$ cat src/rtl/wm8731_pkg.sv
// Shared types and constants for the WM8731 codec configuration sequencer:
// FSM state encoding, register addresses and the default init-table data.
package wm8731_pkg;

  typedef enum logic [2:0] {
    IDLE,
    LOAD,
    ISSUE,
    WAIT_BUSY,
    WAIT_IDLE,
    GAP,
    DONE
  } state_t;

  localparam logic [6:0] R_LLIN   = 7'h00;
  localparam logic [6:0] R_RLIN   = 7'h01;
  localparam logic [6:0] R_LHP    = 7'h02;
  localparam logic [6:0] R_RHP    = 7'h03;
  localparam logic [6:0] R_AAPC   = 7'h04;
  localparam logic [6:0] R_DAPC   = 7'h05;
  localparam logic [6:0] R_PDC    = 7'h06;
  localparam logic [6:0] R_DAIF   = 7'h07;
  localparam logic [6:0] R_SC     = 7'h08;
  localparam logic [6:0] R_ACTIVE = 7'h09;
  localparam logic [6:0] R_RESET  = 7'h0F;

  localparam int NUM_CFG = 11;

  localparam logic [8:0] D_RESET  = 9'h000;
  localparam logic [8:0] D_LLIN   = 9'h017;
  localparam logic [8:0] D_RLIN   = 9'h017;
  localparam logic [8:0] D_LHP    = 9'h079;
  localparam logic [8:0] D_RHP    = 9'h079;
  localparam logic [8:0] D_AAPC   = 9'h012;
  localparam logic [8:0] D_DAPC   = 9'h000;
  localparam logic [8:0] D_PDC    = 9'h000;
  localparam logic [8:0] D_DAIF   = 9'h042;
  localparam logic [8:0] D_SC     = 9'h000;
  localparam logic [8:0] D_ACTIVE = 9'h001;

  // Out-of-range indices fall back to the codec reset word.
  localparam logic [15:0] ROM_DEFAULT = 16'h1E00;

  function automatic logic [15:0] cfg_word(input logic [6:0] addr, input logic [8:0] data);
    return {addr, data};
  endfunction

endpackage

$ cat src/rtl/wm8731_cfg_rom.sv
// Combinational init table: entry index -> {reg_addr[6:0], reg_data[8:0]}.
// ACTIVE is deliberately last so the codec only starts once fully configured.
module wm8731_cfg_rom
  import wm8731_pkg::*;
(
  input  logic [3:0]  index_i,
  output logic [15:0] word_o
);

  always_comb begin
    word_o = ROM_DEFAULT;
    case (index_i)
      4'd0:    word_o = cfg_word(R_RESET,  D_RESET);
      4'd1:    word_o = cfg_word(R_LLIN,   D_LLIN);
      4'd2:    word_o = cfg_word(R_RLIN,   D_RLIN);
      4'd3:    word_o = cfg_word(R_LHP,    D_LHP);
      4'd4:    word_o = cfg_word(R_RHP,    D_RHP);
      4'd5:    word_o = cfg_word(R_AAPC,   D_AAPC);
      4'd6:    word_o = cfg_word(R_DAPC,   D_DAPC);
      4'd7:    word_o = cfg_word(R_PDC,    D_PDC);
      4'd8:    word_o = cfg_word(R_DAIF,   D_DAIF);
      4'd9:    word_o = cfg_word(R_SC,     D_SC);
      4'd10:   word_o = cfg_word(R_ACTIVE, D_ACTIVE);
      default: word_o = ROM_DEFAULT;
    endcase
  end

endmodule

$ cat src/rtl/wm8731_cfg_seq.sv
// WM8731 configuration sequencer: streams the init table to an I2C write
// controller, then serves single host register writes once init is done.
module wm8731_cfg_seq
  import wm8731_pkg::*;
#(
  parameter logic [7:0] DEV_ADDR     = 8'h34,
  parameter int         GAP_CYCLES   = 1000,
  parameter int         BUSY_TIMEOUT = 16
) (
  input  logic        clk,
  input  logic        reset,
  input  logic        start,
  input  logic        host_req,
  input  logic [6:0]  host_addr,
  input  logic [8:0]  host_data,
  output logic        host_ack,
  input  logic        i2c_idle,
  output logic [23:0] i2c_din,
  output logic        i2c_wr,
  output logic        busy,
  output logic        init_done,
  output logic        err,
  output logic [3:0]  cfg_index
);

  localparam int GW = $clog2(GAP_CYCLES + 1);
  localparam int TW = $clog2(BUSY_TIMEOUT + 1);

  state_t          state_q, state_d;
  logic [3:0]      cfg_index_q, cfg_index_d;
  logic [23:0]     din_q, din_d;
  logic            host_mode_q, host_mode_d;
  logic            init_done_q, init_done_d;
  logic            err_q, err_d;
  logic [GW-1:0]   gap_cnt_q, gap_cnt_d;
  logic [TW-1:0]   to_cnt_q, to_cnt_d;
  logic [15:0]     rom_word;

  wm8731_cfg_rom u_rom (
    .index_i (cfg_index_q),
    .word_o  (rom_word)
  );

  always_ff @(posedge clk or posedge reset) begin
    if (reset) begin
      state_q     <= IDLE;
      cfg_index_q <= '0;
      din_q       <= '0;
      host_mode_q <= 1'b0;
      init_done_q <= 1'b0;
      err_q       <= 1'b0;
      gap_cnt_q   <= '0;
      to_cnt_q    <= '0;
    end else begin
      state_q     <= state_d;
      cfg_index_q <= cfg_index_d;
      din_q       <= din_d;
      host_mode_q <= host_mode_d;
      init_done_q <= init_done_d;
      err_q       <= err_d;
      gap_cnt_q   <= gap_cnt_d;
      to_cnt_q    <= to_cnt_d;
    end
  end

  // Counters self-clear whenever their owning state is not active.
  always_comb begin
    state_d     = state_q;
    cfg_index_d = cfg_index_q;
    din_d       = din_q;
    host_mode_d = host_mode_q;
    init_done_d = init_done_q;
    err_d       = err_q;
    gap_cnt_d   = '0;
    to_cnt_d    = '0;
    case (state_q)
      IDLE: begin
        if (start && i2c_idle) begin
          state_d     = LOAD;
          cfg_index_d = '0;
          host_mode_d = 1'b0;
        end
      end
      LOAD: begin
        din_d   = host_mode_q ? {DEV_ADDR, host_addr, host_data} : {DEV_ADDR, rom_word};
        state_d = ISSUE;
      end
      ISSUE: state_d = WAIT_BUSY;
      WAIT_BUSY: begin
        if (!i2c_idle) begin
          state_d = WAIT_IDLE;
        end else if (to_cnt_q == TW'(BUSY_TIMEOUT - 1)) begin
          err_d   = 1'b1;
          state_d = GAP;
        end else begin
          to_cnt_d = to_cnt_q + 1'b1;
        end
      end
      WAIT_IDLE: begin
        if (i2c_idle) state_d = GAP;
      end
      GAP: begin
        if (gap_cnt_q == GW'(GAP_CYCLES - 1)) begin
          if (host_mode_q) begin
            host_mode_d = 1'b0;
            state_d     = DONE;
          end else if (cfg_index_q == 4'(NUM_CFG - 1)) begin
            init_done_d = 1'b1;
            state_d     = DONE;
          end else begin
            cfg_index_d = cfg_index_q + 4'd1;
            state_d     = LOAD;
          end
        end else begin
          gap_cnt_d = gap_cnt_q + 1'b1;
        end
      end
      DONE: begin
        if (host_req && i2c_idle) begin
          host_mode_d = 1'b1;
          state_d     = LOAD;
        end
      end
      default: state_d = IDLE;
    endcase
  end

  assign i2c_wr    = (state_q == ISSUE);
  assign host_ack  = (state_q == ISSUE) && host_mode_q;
  assign busy      = (state_q != IDLE) && (state_q != DONE);
  assign i2c_din   = din_q;
  assign cfg_index = cfg_index_q;
  assign init_done = init_done_q;
  assign err       = err_q;

endmodule

$ cat config.mk
export PLATFORM = sky130hd
export DESIGN_NAME = wm8731_cfg_seq
export DESIGN_NICKNAME = d
export VERILOG_FILES = /design/src/rtl/wm8731_pkg.sv /design/src/rtl/wm8731_cfg_rom.sv /design/src/rtl/wm8731_cfg_seq.sv
export SDC_FILE = /design/constraint.sdc
export NUM_CORES = 1
export LEC_CHECK = 0
export CAP_MARGIN = 20
export CORE_MARGIN = 3
export CORE_UTILIZATION = 45
export DETAILED_ROUTE_END_ITERATION = 7
export PLACE_DENSITY_LB_ADDON = 0.15
export SETUP_SLACK_MARGIN = 0.3
export SYNTH_ARGS = -nofsm -noshare
export SYNTH_HDL_FRONTEND = slang
export SYNTH_HIERARCHICAL = 1
export SYNTH_SLANG_ARGS = --single-unit
$ cat constraint.sdc
create_clock -name clk -period 1.7 [get_ports clk]
set_input_delay 0.34 -clock clk [delete_from_list [all_inputs] [get_ports clk]]
set_output_delay 0.34 -clock clk [all_outputs]
set_load 0.05 [all_outputs]
==> metrics.csv, run 1 <==
stage,metric,value,unit
logic_synthesis,largest family of logic cells by synthesized area,simple AND/OR/NAND/NOR gates,
routing,starting DRC count in detailed routing,138,
setup_path,Worst Path Required,1360,ps
logic_synthesis,sequential share of the synthesized area,41.60,%
placement,Setup WS pre-CTS,-234.7,ps
setup_path,Critical path buffers and inverters,1,
die,Starting Density,47.93,%
cts,Clock Sink Count,42,
die,die height,80.93,um
cts,CTS max path bufs,2,
setup_path,CP max stage delay,460,ps
logic_synthesis,Synth Register Bits,42,
timing,final slew viol count,0,
die,Core Box Area,5270,um2
pwr,Leakage,1.785,nW
grt,largest net degree at the start of global routing,43,
setup_path,kind of critical path,flop to output port,
logic_synthesis,xor and xnor area share after synthesis,3.467,%
cts,worst skew pair latency,300,ps
setup_path,Critical Path Slowest Stage Cell,dfrtp_2,
timing,final hold vios,0,
logic_synthesis,Post-synth EDFFs,0,
placement,I/O Buffers,48,
layout,share of cells above drive strength 1,44.09,%
cts,CTS Buf Count,5,
pwr,VDD IR-drop max,0.8249,mV
setup_path,CP top delay family,simple AND/OR/NAND/NOR gates,
layout,diode count,0,
layout,Layout Nets,402,
routing,detailed-route via count,2316,
grt,first-pass GRT wire length,10170,um
placement,routability-driven placement congestion ratio,0.8812,
logic_synthesis,Compound-Gate Fraction of Synth Area,11.79,%
setup_path,arrival time at the worst endpoint,1430,ps
run,max-cap check violation count,0,
die,row count,26,
logic_synthesis,synth warn,6,
die,die area,6549,um2
grt,vias in the first global route,2198,
placement,final HPWL from detailed placement,4053,um
timing,PnR worst setup slack,-73.02,ps
cts,H-tree Lvls,2,
pwr,PD cells,1553,nW/um2
status,outcome,"complete, but fails checks",
cts,root buffer cell,clkbuf_8,
die,Die X,80.93,um
die,I/O pin cnt,54,
grt,gr usage total,19.74,%
cts,hold_buf cts,0,
logic_synthesis,Synth Area in Adders,4.953,%
timing,RSZ-0062 raised after global routing,true,
logic_synthesis,synthesized cell area,2526,um2
setup_path,"Cell Chain, Critical Path","nor2b_4, or3_4, buf_8",
status,failing checks,negative setup slack,
cts,CTS tree,done,
grt,initial antenna violation count,0,
timing,Tcrit/Tclk final,104.3,%
cts,"CTS clk-pin slew, worst paths",90,ps
timing,setup violators final,4,
timing,Max Clock Freq,0.5640,GHz
routing,post-DR vias/cell,5.240,
setup_path,Setup crit end kind,output port,
logic_synthesis,Avg Inst Size Synth,9.461,um2
logic_synthesis,Simple-Gate Fraction of Synth Area,22.59,%
routing,DRT Wirelength,6836,um
setup_path,Critical Path Fanout Max,4,
routing,DRT Pass-1 Iters,4,
routing,DRC viols,0,
logic_synthesis,synth unique cells,50,
setup_path,CP startpoint kind,flop,
logic_synthesis,Synth Instances,267,
timing,Final min period,1773,ps
timing,Setup Skew,10.69,ps
layout,area grow syn2layout,60.18,%
grt,remaining global-route overflow,0,
logic_synthesis,Synth async-reset ratio,100.0,%
routing,drt wl/cell,15.47,um
pwr,Tot Pwr,6.283,mW
routing,"antenna viol nets, final",0,
logic_synthesis,main flop type after synthesis,dfrtp_1,
logic_synthesis,mux share of post-synthesis cell area,8.123,%
worst_hold_path,Hold Path Class,input pin to asynchronous set/reset pin,
kinds of logic after synthesis:
group | count (synthesis)
AND/OR/NAND/NOR | 104
AO/OA/AOI/OAI | 48
flip-flops | 42
buffers and inverters | 31
multiplexers | 20
adder cells (fa/ha/maj) | 10
XOR/XNOR | 10
other | 2
cell usage after synthesis, types with 3 or more instances:
library cell | n | area share (%)
buf_2 | 4 | 0.79
inv_1 | 6 | 0.89
buf_4 | 14 | 4.2
clkbuf_1 | 6 | 0.89
mux2i_1 | 19 | 7.5
and2_1 | 3 | 0.74
a21oi_1 | 21 | 4.2
or3_1 | 4 | 0.99
nand2b_1 | 3 | 0.74
o21ai_0 | 8 | 1.6
xor2_1 | 8 | 2.8
dfrtp_1 | 42 | 42
nor2b_1 | 7 | 1.7
nor2_1 | 32 | 4.8
ha_1 | 10 | 5.0
nand3_1 | 9 | 1.8
o31ai_1 | 5 | 1.5
nand3b_1 | 4 | 1.2
nand2_1 | 21 | 3.1
registers in the layout, indices dropped and copies added, names as in the netlist:
signal,cells
gap_cnt_q,10
err,1
cfg_index,4
i2c_din,17
state_q,3
to_cnt_q,5
init_done,1
host_mode_q,1
final timing paths:
check	from	endpoint	slack, ps	depth (start not counted)
min in group clk	err	err	480	1
worst min-delay path	reset	cfg_index[1]	420	3
worst max register to register	cfg_index[1]	cfg_index[3]	-20	6
worst min register to register	err	err	480	1
max in group asynchronous	reset	cfg_index[0]	1060	3
worst max-delay path	state_q[2]	busy	-70	3
metal layers:
metal  global-route usage, %  part of all wire (%)  wire length (um)  up-vias
li1                        -                     -                 -     1116
met1                   25.84                    44              2998     1127
met2                   33.00                    50              3393       56
met3                   3.215                   3.9               268       17
met4                   6.926                   2.6               175        0
met5                       0                     0                 0        -
repair_timing:
item	in CTS	in global routing
endpoints found under the setup margin	37	37
gates resized for setup	33	51
buffers inserted	17	17
pin swaps	26	27
cloned	0	3
worst register-to-register path, delay by kind of cell (launching register included):
| kind | cells | cell delay (ps) |
|---|---|---|
| fa+ha+maj | 1 | 170 |
| flops | 1 | 540 |
| simple gates | 5 | 950 |
through the flow:
step | instances | utilization, % | hold WS, ps | setup TNS (ps) | instance area [um2]
global route | 442 | 76.78 | 425.8 | -616.7 | 4046
CTS | 422 | 69.99 | 426.6 | -165.7 | 3689
detailed placement | 397 | 62.92 | 462.0 | -788.4 | 3316
floorplan | 275 | - | 432.9 | -192.5 | 2688
global placement | 397 | 62.92 | 448.9 | -632.2 | 3316
finish | 442 | 76.78 | 422.4 | -141.6 | 4046
final cells by class:
cell class / instances / area (um2)
repair buffers: 114 / 1111
multi-input cells: 202 / 1630
clock inverters: 1 / 30.03
clock buffers: 7 / 86.33
fillers: 357 / 1224
flip-flops and latches: 42 / 1066
well taps: 70 / 87.58
inverters: 6 / 35.03
where the power goes:
part	total, mW	switching, mW	leakage [nW]	internal [mW]
clock	0.833	0.354	0.0585	0.479
sequential	1.51	0.242	0.513	1.27
combinational	3.94	2.14	1.21	1.80
total	6.28	2.74	1.79	3.55
cells in the final DEF (no fill, tap or decap), drive strengths merged, types with 3 or more instances in the layout:
cell / synthesis / routed
buf: 19 / 93
and3: 3 / 3
and2: 3 / 3
nor2b: 7 / 7
clkbuf: 6 / 8
xor2: 8 / 8
conb: 2 / 10
a21oi: 21 / 21
nand2b: 3 / 3
nand3b: 4 / 4
nor2: 33 / 33
o21ai: 8 / 8
nand2: 21 / 21
ha: 10 / 10
inv: 6 / 6
mux2i: 19 / 19
nor3b: 3 / 3
clkdlybuf4s50: 0 / 19
o31ai: 5 / 5
dfrtp: 42 / 42
nand3: 9 / 9
or3: 4 / 4
Power figures use the tool's default switching activity.
==> run 2: changes to the inputs <==
--- a/config.mk
+++ b/config.mk
@@ -9,6 +9,7 @@
 export CORE_MARGIN = 3
 export CORE_UTILIZATION = 45
 export DETAILED_ROUTE_END_ITERATION = 7
+export GPL_TIMING_DRIVEN = 1
 export PLACE_DENSITY_LB_ADDON = 0.15
 export SETUP_SLACK_MARGIN = 0.3
 export SYNTH_ARGS = -nofsm -noshare
==> results of run 2 <==
Same layout as run 1: the final DEF is identical, and so are final timing and power.
